File: config.mk
export PLATFORM = sky130hd
export DESIGN_NAME = image_mem_sequencer
export DESIGN_NICKNAME = d
export VERILOG_FILES = /design/src/rtl/image_mem_sequencer.sv
export SDC_FILE = /design/constraint.sdc
export NUM_CORES = 1
export LEC_CHECK = 0
export CAP_MARGIN = 10
export CORE_MARGIN = 8
export CORE_UTILIZATION = 50
export CTS_CLUSTER_DIAMETER = 80
export DETAILED_ROUTE_END_ITERATION = 7
export DONT_BUFFER_PORTS = 1
export MAX_ROUTING_LAYER = met4
export PLACE_DENSITY = 0.68
export SLEW_MARGIN = 40
export SYNTH_ARGS = -nofsm -noshare
export SYNTH_HDL_FRONTEND = slang
export SYNTH_SLANG_ARGS = --single-unit
File: constraint.sdc
create_clock -name clk -period 2.67 [get_ports clk]
set_clock_uncertainty 0.05 [all_clocks]
set_input_delay 0.534 -clock clk [delete_from_list [all_inputs] [get_ports clk]]
set_output_delay 0.534 -clock clk [all_outputs]
set_load 0.01 [all_outputs]
File: src/rtl/image_mem_sequencer.sv
// image_mem_sequencer: read/write pointer pair and strobe scheduler for the
// raw-image read memory and the processed-image write memory.
// Optional feature: define IMG_SEQ_CONTINUOUS_EN to stream frame after frame
// without returning to DONE (done becomes a one-cycle pulse).
module image_mem_sequencer #(
  parameter int IMG_BYTES = 152100,
  parameter int STEP      = 4,
  parameter int ADDR_W    = 32
) (
  input  logic              clk,
  input  logic              rst_n,
  input  logic              start,
  input  logic              rd_req,
  input  logic              wr_req,
  output logic              rd_en,
  output logic [ADDR_W-1:0] rd_addr,
  output logic              rd_valid,
  output logic              wr_en,
  output logic [ADDR_W-1:0] wr_addr,
  output logic              stall,
  output logic              busy,
  output logic              done,
  output logic [7:0]        frame_cnt
);

  typedef enum logic [1:0] {IDLE, RUN, DONE} state_t;

  // One extra bit on the sums so the frame-boundary compare cannot overflow.
  localparam logic [ADDR_W:0] STEP_X  = (ADDR_W+1)'(STEP);
  localparam logic [ADDR_W:0] LIMIT_X = (ADDR_W+1)'(IMG_BYTES);

  state_t            state;
  logic [ADDR_W-1:0] rd_ptr;
  logic [ADDR_W-1:0] wr_ptr;
  logic [ADDR_W:0]   rd_sum;
  logic [ADDR_W:0]   wr_sum;

  assign rd_sum = {1'b0, rd_ptr} + STEP_X;
  assign wr_sum = {1'b0, wr_ptr} + STEP_X;

  // Acceptance depends only on the state, never on the request inputs.
  assign stall = (state != RUN);
  assign busy  = (state == RUN);

  // Main FSM: pointer advance, registered strobes/addresses, frame accounting.
  always_ff @(posedge clk or negedge rst_n) begin
    if (!rst_n) begin
      state     <= IDLE;
      rd_ptr    <= '0;
      wr_ptr    <= '0;
      rd_en     <= 1'b0;
      wr_en     <= 1'b0;
      rd_valid  <= 1'b0;
      rd_addr   <= '0;
      wr_addr   <= '0;
      done      <= 1'b0;
      frame_cnt <= 8'd0;
    end else begin
      rd_en    <= 1'b0;
      wr_en    <= 1'b0;
      rd_valid <= rd_en;
`ifdef IMG_SEQ_CONTINUOUS_EN
      done     <= 1'b0;
`endif
      if (start) begin
        state  <= RUN;
        rd_ptr <= '0;
        wr_ptr <= '0;
        done   <= 1'b0;
      end else if (state == RUN) begin
        if (rd_req) begin
          rd_en   <= 1'b1;
          rd_addr <= rd_ptr;
          if (rd_sum >= LIMIT_X) begin
            rd_ptr <= '0;
          end else begin
            rd_ptr <= rd_sum[ADDR_W-1:0];
          end
        end
        if (wr_req) begin
          wr_en   <= 1'b1;
          wr_addr <= wr_ptr;
          if (wr_sum == LIMIT_X) begin
            wr_ptr    <= '0;
            frame_cnt <= frame_cnt + 8'd1;
            done      <= 1'b1;
`ifndef IMG_SEQ_CONTINUOUS_EN
            state     <= DONE;
`endif
          end else begin
            wr_ptr <= wr_sum[ADDR_W-1:0];
          end
        end
      end
    end
  end

endmodule

Word level (Yosys, flattened, before mapping)

Index checks and enable logic that the tools add are counted.

Flip-flop bits (word level): 142
Bits in latches: 0
Bits in writable memories: 0
Memory bits (read-only): 0
Output and inout port bits: 78
Word-level logic and storage cells: 50
Memories: 0

Add/sub/neg operators: 3
Multiply operators: 0
Div/mod/pow operators: 0
Order comparisons: 1
Equality and inequality tests: 3
Shifts and indexed selects: 0
Multiplexer cells: 22
Bitwise operators: 1
Reductions and logical operators: 10

Operator list:

| cell                                                                                  | count |
|---|---|
| 32-bit 2-to-1 mux                                                                     | 8 |
| 32-bit by 3-bit adder with 33-bit output, second input constant                       | 2 |
| 33-bit by 18-bit == test with 1-bit output, second input constant                     | 1 |
| 33-bit by 18-bit greater-or-equal comparator with 1-bit output, second input constant | 1 |
| 1-bit 2-to-1 mux                                                                      | 10 |
| 3-bit AND reduction                                                                   | 3 |
| 8-bit by 1-bit adder with 8-bit output, second input constant                         | 1 |
| 2-bit 2-to-1 mux                                                                      | 4 |
| 2-bit nonzero test                                                                    | 4 |
| 2-bit AND reduction                                                                   | 2 |
| 4-bit AND reduction                                                                   | 1 |
| 2-bit by 1-bit == test with 1-bit output, second input constant                       | 1 |
| 2-bit by 1-bit != test with 1-bit output, second input constant                       | 1 |
| 1-bit NOT                                                                             | 1 |

Logic depth before layout (Yosys ltp)

Word-level depth: 6
Depth in mapped cells: 12
Gate-level depth less buffers: 10

Worst setup path before layout

No wires, ideal clock.

Path type: register to register
Start point: reg wr_ptr[24]
End point: reg wr_ptr[9]
Library setup time: 0.124 ns
Arrival time: 2.742 ns
Slack: -0.246 ns
Stages on the path, launching flop included: 11
Path buffers: 2
Clock period less this slack: 2.916 ns
Cells stage by stage: dfrtp_1 -> clkbuf_1 -> nand2_1 -> or4_4 -> nor4_2 -> xnor2_1 -> a31oi_1 -> nor4b_4 -> buf_4 -> nor3_1 -> a211o_1

Cells in the longest elaborated chain, start to end: 6

Ends and longest elaborated chain:

| what                                       | RTL line | text |
|---|---|---|
| from (decl)                                | 34       | `logic [ADDR_W-1:0] wr_ptr;` |
| from (signal assigned)                     | 91       | `wr_ptr <= wr_sum[ADDR_W-1:0];` |
| 32-bit by 3-bit adder with 33-bit output   | 39       | `assign wr_sum = {1'b0, wr_ptr} + STEP_X;` |
| 33-bit by 18-bit == test with 1-bit output | 83       | `if (wr_sum == LIMIT_X) begin` |
| 32-bit 2-to-1 mux                          | 83       |  |
| 32-bit 2-to-1 mux                          | 80       | `if (wr_req) begin` |
| 32-bit 2-to-1 mux                          | 70       | `end else if (state == RUN) begin` |
| 32-bit 2-to-1 mux                          | 65       | `if (start) begin` |

No other way between the ends. The select of a mux whose other input is x is not followed.
A chain may end at the register's enable or synchronous reset.

Worst setup path after layout

Start point: reg wr_ptr[9]
End point: reg frame_cnt[1]

Cells in the longest elaborated chain, start to end: 3

Ends and longest elaborated chain:

| what                                       | RTL line | text |
|---|---|---|
| 32-bit by 3-bit adder with 33-bit output   | 39       |  |
| 33-bit by 18-bit == test with 1-bit output | 83       |  |
| 4-bit AND reduction (no source line)       | -        |  |
| to (signal assigned)                       | 85       | `frame_cnt <= frame_cnt + 8'd1;` |
| to (decl)                                  | 23       | `output logic [7:0] frame_cnt` |

No other way between the ends.

==> flow_summary.toml <==
[run_status]
status = "complete, but fails checks"
violations = "negative hold slack, negative setup slack"

[yosys]
synthArstFlopShare_pct = 100
synth_edf_count = 0
yosys_register_bits = 133
ys_types = 66
ys_top_cells_by_area = "dfrtp_1, nand2_1, mux2_2"
syn-cell-area_um2 = 7110
synth_top_area_share_pct = 46.8
yosysWarningCount = 0
synth-main-ff-cell = "dfrtp_1"
syn-mean-instance-area_um2 = 9.21
synth_top_area_cell = "dfrtp_1"
ys_seq_area_share_pct = 46.8
synth_cells = 772
ys_top_cells_by_count = "dfrtp_1, nand2_1, nor2_1"

[pwr]
leakage_nw = 4.29
power_density_nw_per_um2 = 511
vdd_drop_max_uv = 414
total_power_mw = 4.74

[setup_path]
critPathRequiredTime_ns = 2.93
path_class = "flip-flop to flip-flop"
reg2reg_to = "frame_cnt[1]"
reg2reg_depth = 10
r2r_slack_ns = -0.18
crit_arrival_ns = 3.11
r2r_start = "wr_ptr[9]"
crit_fanout = 8
end_kind = "flip-flop"
start_kind = "flip-flop"

[placed_design]
dp_hpwl_um = 13500
place.gp.congestion = 0.904
portBuffers = 0
pre_cts_ws_ns = -0.452

[global_route]
grt_max_degree = 134
grt_util_all_layers_pct = 23.6
grt-ovfl-total = 0
grt_pass1_wl_um = 33500
antenna_found_initial = 0
grt_pass1_vias = 6499

[route]
wl_per_cell_um = 19.3
vias_per_cell = 5.95
first_pass_iters = 7
vias = 6344
ant_nets = 0
drcViolationCount = 0
drt-total-wl_um = 20600
drtIter0Drc = 515

[finish]
nets = 884
drive_gt1_share_pct = 32.5
area_delta_synth_final_pct = 30.3
antenna_cells = 0
fillers = 1103

[floorplanning]
dieArea_um2 = 18300
rows = 43
die_width_um = 135
io_pins = 83
core_um2 = 13900
die_y_um = 135
initial_core_util_pct = 51.2

[sta]
rsz0062_at_grt = "true"
hold_violations = 133
maxSlewViolCount = 0
clock.fmax_ghz = 0.351
setup_violations = 35
fin_ws_ns = -0.180
tightest_slew_ns = 0.531
maxSlewHeadroom_pct = 64.6
finalSetupTns_ns = -3.57
post-route-period-util_pct = 107
fin_hold_ws_ns = -0.247
period_minus_slack_ns = 2.85

[clock_tree]
cts_buffer_depth = 2
cts_tree = "built"
clk_pin_slew_ns = 0.06
h-tree-depth = 4
cts_buffers = 17
cts.sinks = 133
root_buffer = "clkbuf_16"
insertion_delay_ns = 0.43

[run]
cap_violations = 0

[min_path]
hold_path_class = "input port to asynchronous set/reset pin"
cell type report:
type / instances / area (um2) / area share, %
multi-input cells: 565 / 3900 / 42.0
well taps: 180 / 225 / 2.43
clock buffers: 17 / 425 / 4.59
flip-flops and latches: 133 / 3330 / 36.0
clock inverters: 15 / 204 / 2.20
repair buffers: 140 / 1120 / 12.1
inverters: 17 / 63.8 / 0.688
registers in the layout, indices dropped and copies added, names as in the netlist:
signal / flops
rd_ptr: 30
state: 1
wr_ptr: 30
rd_en: 1
rd_valid: 1
rd_addr: 30
wr_en: 1
done: 1
frame_cnt: 8
wr_addr: 30
kinds of logic after synthesis:
kind of cell	after synthesis	share of synthesized area, %
adders and majority gates	5	0.880
xor gates and xnor gates	31	3.82
muxes	39	6.05
buffers and inverters	77	4.50
DFF	133	46.8
AOI/OAI and AO/OA	99	9.96
other	1	0.0527
and+or+nand+nor	387	27.9
how the worst max path moves through the flow:
stage | start | end | slack (ns) | cells after the start
after detailed placement | rd_ptr[3] | rd_ptr[17] | -0.45 | 8
after global placement | rd_ptr[2] | rd_ptr[6] | -0.24 | 8
after CTS | wr_ptr[15] | frame_cnt[1] | -0.12 | 9
after floorplan | wr_ptr[20] | wr_ptr[9] | -0.03 | 10
after global routing | wr_ptr[7] | frame_cnt[5] | -0.27 | 11
final | wr_ptr[9] | frame_cnt[1] | -0.18 | 10
where the power goes:
group	total, mW	leakage [nW]	switching, mW	internal (mW)
Sequential	2.05	1.84	0.0178	2.03
Clock	2.52	0.308	0.952	1.57
Combinational	0.169	2.15	0.105	0.0636
stage by stage:
stage,hold WS (ns),instance area [um2],util (%),cells
after floorplan,0.188,7250,-,775
after global placement,0.192,8100,58.4,1017
after detailed placement,0.192,8100,58.4,1017
after CTS,-0.264,9090,65.5,1062
after global routing,-0.267,9270,66.8,1067
final,-0.247,9270,66.8,1067
what timing repair did:
action / CTS / global route
pin swaps: 19 / 25
endpoints found under the setup margin: 36 / 36
setup buffers: 14 / 5
endpoints found under the hold margin: 133 / 133
gates resized for setup: 64 / 29
placed cells by master, fill, tap and decap left out, types with 10 or more instances in the layout:
cell       synthesis  routed
a21o_1            11      11
a21oi_1           12      10
and2_1            22      22
and3_1            14      13
buf_4              5     128
clkbuf_16          0      17
dfrtp_1          133     129
inv_1             16      16
mux2_2            31      31
nand2_1          133     131
nand3_1           46      41
nand4_1           29      29
nor2_1            48      42
nor3_1            28      19
o21ai_0           22      13
or3_1             17      12
xnor2_1           19      19
xor2_1            12      12
routing by layer:
layer  up-vias  global-route usage [%]  part of all wire, %
met5         -                       -                    0
met4         0                    9.75                  2.1
met3        48                    6.16                  7.0
met2       230                    35.3                   46
met1      3142                    30.0                   45
li1       2924                       -                    -
critical path, cell delays in order (launching register included):
cell	delay [ns]
dfrtp_1	0.36
buf_4	0.16
nand4_1	0.24
nor3_4	0.40
nand3b_1	0.17
xor2_1	0.25
o2111ai_2	0.18
nor4b_4	0.33
buf_6	0.20
nand2_4	0.07
mux2_4	0.32
Note: power is estimated with default switching activity, not from simulation.
